### src/rtl/register_array_loader.sv
// Streams 3x3 convolution windows of a square feature map from SRAM into a
// register-array FIFO, one entry per cycle, inserting zero entries for padding.
module register_array_loader #(
   parameter int DW = 128,
   parameter int AW = 12
) (
   input  logic          SYS_CLK,
   input  logic          SYS_NRST,
   input  logic          start,
   input  logic [5:0]    pic_size,
   input  logic          padding,
   output logic          busy,
   output logic          done,
   output logic          sram_rd_en,
   output logic [AW-1:0] sram_rd_addr,
   input  logic [DW-1:0] sram_rd_data,
   output logic          register_array_write_enable,
   output logic [3:0]    register_array_write_addr_index,
   output logic [2:0]    register_array_write_addr_bit,
   output logic          register_array_write_rst,
   output logic [DW-1:0] register_array_write_data,
   output logic [3:0]    register_array_write_size,
   input  logic          register_array_full
);

   localparam int PW = (AW > 12) ? AW : 12;

   typedef enum logic [1:0] {
      ST_IDLE  = 2'd0,
      ST_RUN   = 2'd1,
      ST_DRAIN = 2'd2,
      ST_DONE  = 2'd3
   } state_t;

   state_t r_state;
   state_t w_state_next;

   logic [5:0]    r_pic;
   logic          r_pad;
   logic [5:0]    r_o;
   logic [5:0]    r_row;
   logic [5:0]    r_col;
   logic [1:0]    r_i;
   logic [1:0]    r_j;
   logic [2:0]    r_slot;

   logic          r_s1_valid;
   logic          r_s1_pad;
   logic          r_s1_fresh;
   logic [3:0]    r_s1_index;
   logic [2:0]    r_s1_slot;
   logic [DW-1:0] r_hold;

   logic signed [7:0] w_o_calc;
   logic              w_o_nonpos;
   logic signed [7:0] w_y;
   logic signed [7:0] w_x;
   logic              w_elem_pad;
   logic [PW-1:0]     w_addr_full;
   logic [3:0]        w_index;
   logic              w_last;
   logic              w_accept;
   logic              w_issue;

   // Output window count, evaluated on the raw inputs so it can be latched on start
   assign w_o_calc   = $signed({2'b00, pic_size}) - 8'sd2 + (padding ? 8'sd2 : 8'sd0);
   assign w_o_nonpos = (w_o_calc <= 8'sd0);

   assign w_y = $signed({2'b00, r_row}) + $signed({6'b000000, r_i}) - $signed({7'b0000000, r_pad});
   assign w_x = $signed({2'b00, r_col}) + $signed({6'b000000, r_j}) - $signed({7'b0000000, r_pad});
   assign w_elem_pad = (w_y < 8'sd0) || (w_y >= $signed({2'b00, r_pic})) ||
                       (w_x < 8'sd0) || (w_x >= $signed({2'b00, r_pic}));
   assign w_addr_full = PW'(w_y[5:0]) * PW'(r_pic) + PW'(w_x[5:0]);
   assign w_index     = {2'b00, r_i} * 4'd3 + {2'b00, r_j};
   assign w_last      = (r_row == r_o - 6'd1) && (r_col == r_o - 6'd1) &&
                        (r_i == 2'd2) && (r_j == 2'd2);

   // Stage 0 may issue only into an empty or draining stage 1
   assign w_accept = r_s1_valid && !register_array_full;
   assign w_issue  = (r_state == ST_RUN) && (!r_s1_valid || w_accept);

   assign sram_rd_en   = w_issue && !w_elem_pad;
   assign sram_rd_addr = sram_rd_en ? w_addr_full[AW-1:0] : '0;

   assign register_array_write_enable     = r_s1_valid;
   assign register_array_write_addr_index = r_s1_index;
   assign register_array_write_addr_bit   = r_s1_slot;
   assign register_array_write_rst        = r_s1_valid && r_s1_pad;
   assign register_array_write_data       = (!r_s1_valid || r_s1_pad) ? '0 :
                                            (r_s1_fresh ? sram_rd_data : r_hold);
   assign register_array_write_size       = 4'd9;

   always_ff @(posedge SYS_CLK) begin
      if (!SYS_NRST) r_state <= ST_IDLE;
      else           r_state <= w_state_next;
   end

   always_comb begin
      w_state_next = r_state;
      case (r_state)
         ST_IDLE:  if (start) w_state_next = w_o_nonpos ? ST_DONE : ST_RUN;
         ST_RUN:   if (w_issue && w_last) w_state_next = ST_DRAIN;
         ST_DRAIN: if (w_accept) w_state_next = ST_DONE;
         ST_DONE:  w_state_next = ST_IDLE;
         default:  w_state_next = ST_IDLE;
      endcase
   end

   always_comb begin
      busy = (r_state != ST_IDLE);
      done = (r_state == ST_DONE);
   end

   always_ff @(posedge SYS_CLK) begin
      if (!SYS_NRST) begin
         r_pic  <= '0;
         r_pad  <= 1'b0;
         r_o    <= '0;
         r_row  <= '0;
         r_col  <= '0;
         r_i    <= '0;
         r_j    <= '0;
         r_slot <= '0;
      end else begin
         if (r_state == ST_IDLE && start) begin
            r_pic  <= pic_size;
            r_pad  <= padding;
            r_o    <= w_o_calc[5:0];
            r_row  <= '0;
            r_col  <= '0;
            r_i    <= '0;
            r_j    <= '0;
            r_slot <= '0;
         end
         if (w_issue) begin
            if (r_j == 2'd2) begin
               r_j <= '0;
               if (r_i == 2'd2) begin
                  r_i    <= '0;
                  r_slot <= r_slot + 3'd1;
                  if (r_col == r_o - 6'd1) begin
                     r_col <= '0;
                     r_row <= r_row + 6'd1;
                  end else begin
                     r_col <= r_col + 6'd1;
                  end
               end else begin
                  r_i <= r_i + 2'd1;
               end
            end else begin
               r_j <= r_j + 2'd1;
            end
         end
      end
   end

   // Stage 1: fresh marks the cycle the SRAM word is on the bus; later stall
   // cycles replay it from r_hold.
   always_ff @(posedge SYS_CLK) begin
      if (!SYS_NRST) begin
         r_s1_valid <= 1'b0;
         r_s1_pad   <= 1'b0;
         r_s1_fresh <= 1'b0;
         r_s1_index <= '0;
         r_s1_slot  <= '0;
         r_hold     <= '0;
      end else begin
         if (r_s1_valid && r_s1_fresh) r_hold <= sram_rd_data;
         if (w_issue) begin
            r_s1_valid <= 1'b1;
            r_s1_pad   <= w_elem_pad;
            r_s1_fresh <= !w_elem_pad;
            r_s1_index <= w_index;
            r_s1_slot  <= r_slot;
         end else if (w_accept) begin
            r_s1_valid <= 1'b0;
            r_s1_fresh <= 1'b0;
         end else begin
            r_s1_fresh <= 1'b0;
         end
      end
   end

endmodule

### config.mk
export PLATFORM = sky130hd
export DESIGN_NAME = register_array_loader
export DESIGN_NICKNAME = d
export VERILOG_FILES = /design/src/rtl/register_array_loader.sv
export SDC_FILE = /design/constraint.sdc
export NUM_CORES = 1
export LEC_CHECK = 0
export CELL_PAD_IN_SITES_DETAIL_PLACEMENT = 0
export CELL_PAD_IN_SITES_GLOBAL_PLACEMENT = 1
export CORE_UTILIZATION = 36
export CTS_CLUSTER_SIZE = 16
export DETAILED_ROUTE_END_ITERATION = 6
export PLACE_DENSITY_LB_ADDON = 0.12
export SYNTH_ARGS = -nofsm -noshare
export SYNTH_HDL_FRONTEND = slang
export SYNTH_SLANG_ARGS = --single-unit
### constraint.sdc
create_clock -name SYS_CLK -period 7 [get_ports SYS_CLK]
set_clock_uncertainty 0.15 [all_clocks]
set_input_delay 0.7 -clock SYS_CLK [delete_from_list [all_inputs] [get_ports SYS_CLK]]
set_output_delay 0.7 -clock SYS_CLK [all_outputs]
set_load 0.01 [all_outputs]
==> results.py <==
metrics = {
    "worst_setup_path": {
        "slowest_delay_ps": 590,
        "cp_data_arrival_time_ps": 5890,
        "worstSetupPathType": "flop to output pin",
        "cp.buffers_inverters": 7,
        "critical_path_peak_fanout": 4,
        "crit_family": "adder cells",
        "worst_setup_path_end_kind": "output pin",
        "reg2reg_setup_slack_ps": 2620,
        "cpMostUsedCell": "inv_1",
        "cp-start-kind": "flop",
        "cp_slowest_cell": "clkdlybuf4s50_1",
        "cp_cell_sequence": "inv_1 -> ha_1 -> inv_1 -> ha_1 -> fa_2 -> a21o_1 -> a21o_1 -> xor2_2 -> and2_1 -> fa_1 -> inv_1 -> fa_1 -> inv_1 -> fa_1 -> inv_1 -> fa_1 -> inv_1 -> ha_2 -> o21ai_2 -> nor3b_1 -> clkdlybuf4s50_1",
        "cp.required_ps": 6150,
    },
    "die": {
        "fp.dieW_um": 177,
        "pin_count": 295,
        "die-area_um2": 31400,
        "initial_utilization": 0.369,
        "core-area_um2": 30000,
        "die_h_um": 177,
        "fp-row-count": 63,
    },
    "timing": {
        "finalSetupViolCount": 0,
        "timing.final.hold_violations": 0,
        "fin_crit_ps": 6740,
        "max_freq_ghz": 0.148,
        "rsz0062_at_grt": "true",
        "slew_viol_final": 0,
        "worst_pin_slew_ps": 1080,
        "whs_ps": 304,
        "finalCritPeriodShare": 0.963,
        "worst_slew_margin_rel": 0.279,
    },
    "routing": {
        "drc": 0,
        "vias": 10200,
        "post_drt_via_cell_ratio": 4.90,
        "finalWirelength_um": 32900,
        "post_drt_wl_per_cell_um": 15.9,
        "dr.pass1.iters": 5,
        "drt_first_iter_violations": 634,
        "ant_nets": 0,
    },
    "finish": {
        "drive_gt1_frac": 0.0441,
        "synthToLayoutAreaGrowth_pct": 34.0,
        "stdcell_area_um2": 14800,
        "nNetsFinal": 1917,
        "fillers": 2986,
        "fin_cells": 2072,
    },
    "place": {
        "io_buffers": 290,
        "dp_hpwl_um": 22600,
        "dp_cells": 2036,
        "dpl_cell_area_um2": 14200,
        "gp_congestion": 0.784,
    },
    "synthesis": {
        "synth-edff-count": 0,
        "ys_warn_count": 0,
        "yosysSeqAreaShare": 0.309,
        "synthArstFlopShare": 0,
        "ys_ff_latch": 171,
        "netlist_instances": 1431,
        "synth_cell_types": 56,
        "synth_flop_cell": "dfxtp_1",
        "synth_area_um2": 11100,
        "syn_avg_cell_area_um2": 7.73,
    },
    "power": {
        "ir_worst_vdd_mv": 0.178,
        "cellPowerDensity_nw_per_um2": 194,
        "finalPower_mw": 2.88,
        "p_leak_nw": 5.23,
    },
    "min_path": {
        "hold_path.class": "flop to flop",
    },
    "job": {
        "cap_violations": 0,
    },
    "global_routing": {
        "grt-ovfl-total": 0,
        "grt_antenna_before_repair": 5,
        "grt_pass1_vias": 9572,
        "grt_pass1_wl_um": 51700,
        "grt_usage": 0.207,
        "grt_max_degree": 129,
    },
    "clock_network": {
        "post_cts_buffers": 0,
        "htreeDepth": 4,
        "cts-root-buf": "clkbuf_16",
        "cts.sinks": 171,
        "cts_hold_buffers": 0,
        "cts_max_path_buffers": 2,
        "clock_latency_ps": 430,
        "numCtsBuffers": 17,
        "cts_tree": "built",
        "path_clk_slew_ps": 80,
    },
    "outcome": {
        "status": "finished, final reports clean",
    },
}
[layout make-up]
class	instances	area, µm²	share of cell area
Timing Repair Buffer	302	2990	0.201
Clock inverter	14	150	0.0101
Multi-Input combinational cell	1094	7040	0.475
Inverter	79	299	0.0202
Tap cell	390	488	0.0329
Antenna cell	4	10.0	0.000675
Clock buffer	18	429	0.0289
Sequential cell	171	3430	0.231
[synthesized netlist by cell type, types with 16 or more instances]
| library cell | count | share of area |
|---|---|---|
| o21ai_0 | 22 | 0.0099 |
| xnor2_1 | 20 | 0.016 |
| mux2i_1 | 130 | 0.12 |
| nand2_1 | 312 | 0.11 |
| and2_1 | 17 | 0.0096 |
| buf_1 | 16 | 0.0054 |
| fa_1 | 24 | 0.043 |
| ha_1 | 89 | 0.10 |
| clkbuf_1 | 63 | 0.021 |
| a21oi_1 | 179 | 0.081 |
| dfxtp_1 | 171 | 0.31 |
| nor2_1 | 178 | 0.060 |
| inv_1 | 79 | 0.027 |
[per-stage QoR]
stage          setup WS [ps]   util  TNS (ps)
2_1_floorplan            842      -         0
3_3_place_gp             189  0.474         0
3_5_place_dp             168  0.474         0
4_1_cts                 5.11  0.494         0
5_1_grt                -11.8  0.495     -11.8
6_report                 262  0.495         0
[worst paths after layout]
check                                        startpoint                       to  cells past startpoint
worst max-delay path                  r_i[0]$_SDFF_PN0_          sram_rd_addr[5]                     21
worst min-delay path            r_hold[68]$_SDFFE_PN0P_  r_hold[68]$_SDFFE_PN0P_                      2
worst max register to register      r_row[1]$_SDFF_PN0_    r_s1_pad$_SDFFE_PN0P_                     17
worst min register to register  r_hold[68]$_SDFFE_PN0P_  r_hold[68]$_SDFFE_PN0P_                      2
[cells in the final DEF, fill, tap and decap left out, types with 5 or more instances in the layout]
cell type	count
xnor2_1	20
nand2_1	311
fa_1	23
and2_2	5
xor2_1	11
o21a_1	6
and2_1	16
a211oi_1	5
nor3_1	12
inv_1	78
o21ai_0	19
clkbuf_16	17
dfxtp_1	170
buf_4	11
nand3_1	8
nor2_1	178
clkdlybuf4s50_1	284
a21oi_1	176
ha_1	87
mux2i_1	130
nand2b_1	5
a21o_1	8
[state kept, by name, summed over array words and instances (netlist names)]
signal	cells
r_hold	128
r_col	6
r_pic	6
r_row	6
r_o	5
register_array_write_addr_index	4
r_slot	3
register_array_write_addr_bit	3
r_i	2
r_j	2
r_state	2
r_pad	1
r_s1_fresh	1
r_s1_pad	1
register_array_write_enable	1
[what timing repair did]
| item | 4_1_cts | 5_1_grt |
|---|---|---|
| gates resized for setup | 11 | 18 |
| pin swaps | 0 | 3 |
| endpoints found under the setup margin | 6 | 6 |
| gates cloned | 0 | 0 |
[power breakdown]
group          leakage, nW  switching [mW]  internal, mW
Combinational         3.57           0.482         0.382
Sequential            1.38          0.0606          1.01
Clock                0.281           0.466         0.478
[metal layers]
layer / global-route usage / part of all wire
met1: 0.275 / 0.46
met2: 0.323 / 0.45
met3: 0.0643 / 0.074
met4: 0.0506 / 0.014
met5: 0 / 0.00033
[tightest hold or removal path, cell delays in order (launching register included)]
cell,delay (ps)
dfxtp_1,310
nand2_1,50
a21oi_1,50
[cell families after synthesis]
family                   after synthesis  synth area share
buffers and inverters                168            0.0624
XOR/XNOR                              35            0.0315
flip-flops                           171             0.309
adder cells (fa/ha/maj)              113             0.144
AO/OA/AOI/OAI                        247             0.124
AND/OR/NAND/NOR                      564             0.210
multiplexers                         131             0.119
other                                  2          0.000679
Power figures use the tool's default switching activity.
==> RTL edit, RTL diff (same settings) <==
Encoding of `state_t`: now one-hot (4 bits for 4 states).
--- a/src/rtl/register_array_loader.sv
+++ b/src/rtl/register_array_loader.sv
@@ -25,11 +25,11 @@
 
    localparam int PW = (AW > 12) ? AW : 12;
 
-   typedef enum logic [1:0] {
-      ST_IDLE  = 2'd0,
-      ST_RUN   = 2'd1,
-      ST_DRAIN = 2'd2,
-      ST_DONE  = 2'd3
+   typedef enum logic [3:0] {
+      ST_IDLE  = 4'b0001,
+      ST_RUN   = 4'b0010,
+      ST_DRAIN = 4'b0100,
+      ST_DONE  = 4'b1000
    } state_t;
 
    state_t r_state;
Behaviour: no difference found for any inputs over 4 cycles, from zero or initial values and one cycle with SYS_NRST low; so few cycles prove little.
==> RTL edit against the original RTL <==
  * Area after synthesis up 0.75%
  * Cell count up 1.8%
  * Routed wire length shrank 2.3%
  * Worst setup slack lost 0.055 ns
  * Cell area increased by 1.9%
  * Sequential cell count up 2
  * Non-clock buffer count rose by 18
  * First-iteration DRC count shrank 21%
Power is not compared: it rests on default switching activity, and its combinational part moved more than twofold at a synthesized area within 25%.
==> RTL edit: results <==
[run_status]
status = finished clean

[layout]
final_net_count = 1946
n_all_buffers = 320
drive_gt1_share_pct = 5.49
nonClkBufAreaFrac_pct = 20.7
antennaDiodeCount = 2
multi_input_gates = 1110
sh_seq_area_pct = 22.9
final-clk-cell-share_pct = 3.96
final_util_pct = 49.5
multi_input_area_mm2 = 0.00712

[drt]
initialDrtViolationCount = 498
wl_met2_um = 14400
viasPerCell = 4.94
wl_met1_um = 14900
dr_wl_met3_um = 2190

[placed_design]
gp_congestion = 0.784
dp_hpwl_um = 22100
placed_cells = 2072

[synthesis]
synthCells = 1448
synth_cell_types = 62
synth_fa_ha_area_share_pct = 13.7
synth_xor_area_share_pct = 2.67
synth_compound_area_share_pct = 12.6
synthTopCellsByCount = 309 x nand2_1, 178 x nor2_1, 173 x dfxtp_1, 168 x a21oi_1, 129 x mux2i_1
yosys-mux-area-fraction_pct = 11.6
synth_area_leaders = dfxtp_1 31%, mux2i_1 12%, nand2_1 10%, ha_1 9.4%, a21oi_1 7.5%
synth_seq_cells = 173
synth-seq-area-share_pct = 31.1

[critical_path]
cp_slowest_stage_delay_ns = 0.53
reg2reg_from = r_i[1]$_SDFF_PN0_
reg2regPathDepth = 19
path_max_fanout = 3
cp.arrival_ns = 5.94

[global_route]
grt_pass1_wl_um = 50100
met3_usage_pct = 4.54
grtUsageMet1_pct = 26.7
grt_usage_pct = 19.8

[die]
fp.dieW_um = 178

[hold_path]
hold_end = r_hold[12]$_SDFFE_PN0P_

[sta]
holdWs_ns = 0.303
==> RTL edit: worst reg2reg max path, stage by stage, from the launching register on <==
cell and delay (ns):
dfxtp_1 0.33, inv_1 0.06, ha_1 0.27, inv_1 0.06, ha_1 0.29, a21o_1 0.18
a21oi_2 0.16, o21bai_1 0.10, a21oi_1 0.16, xnor2_1 0.17, buf_4 0.14, buf_4 0.12
inv_1 0.07, ha_1 0.29, a211oi_1 0.23, o211a_1 0.20, o311a_1 0.16, nand4_1 0.21
buf_4 0.30, o211a_1 0.14
==> RTL edit: timing repair <==
action	in CTS	in global routing
endpoints found under the hold margin	0	0
pin swaps	3	10
hold buffers	0	0
setup endpoints to repair	6	6
gates resized for setup	12	18
setup buffers	0	4
==> RTL edit: cells by family (layout without fill, tap and decap cells) <==
family                   count (synthesis)  in the layout
flip-flops                             173            173
XOR/XNOR                                34             34
multiplexers                           129            129
AO/OA/AOI/OAI                          246            246
AND/OR/NAND/NOR                        589            589
other                                    2              6
adder cells (fa/ha/maj)                108            108
buffers and inverters                  167            429
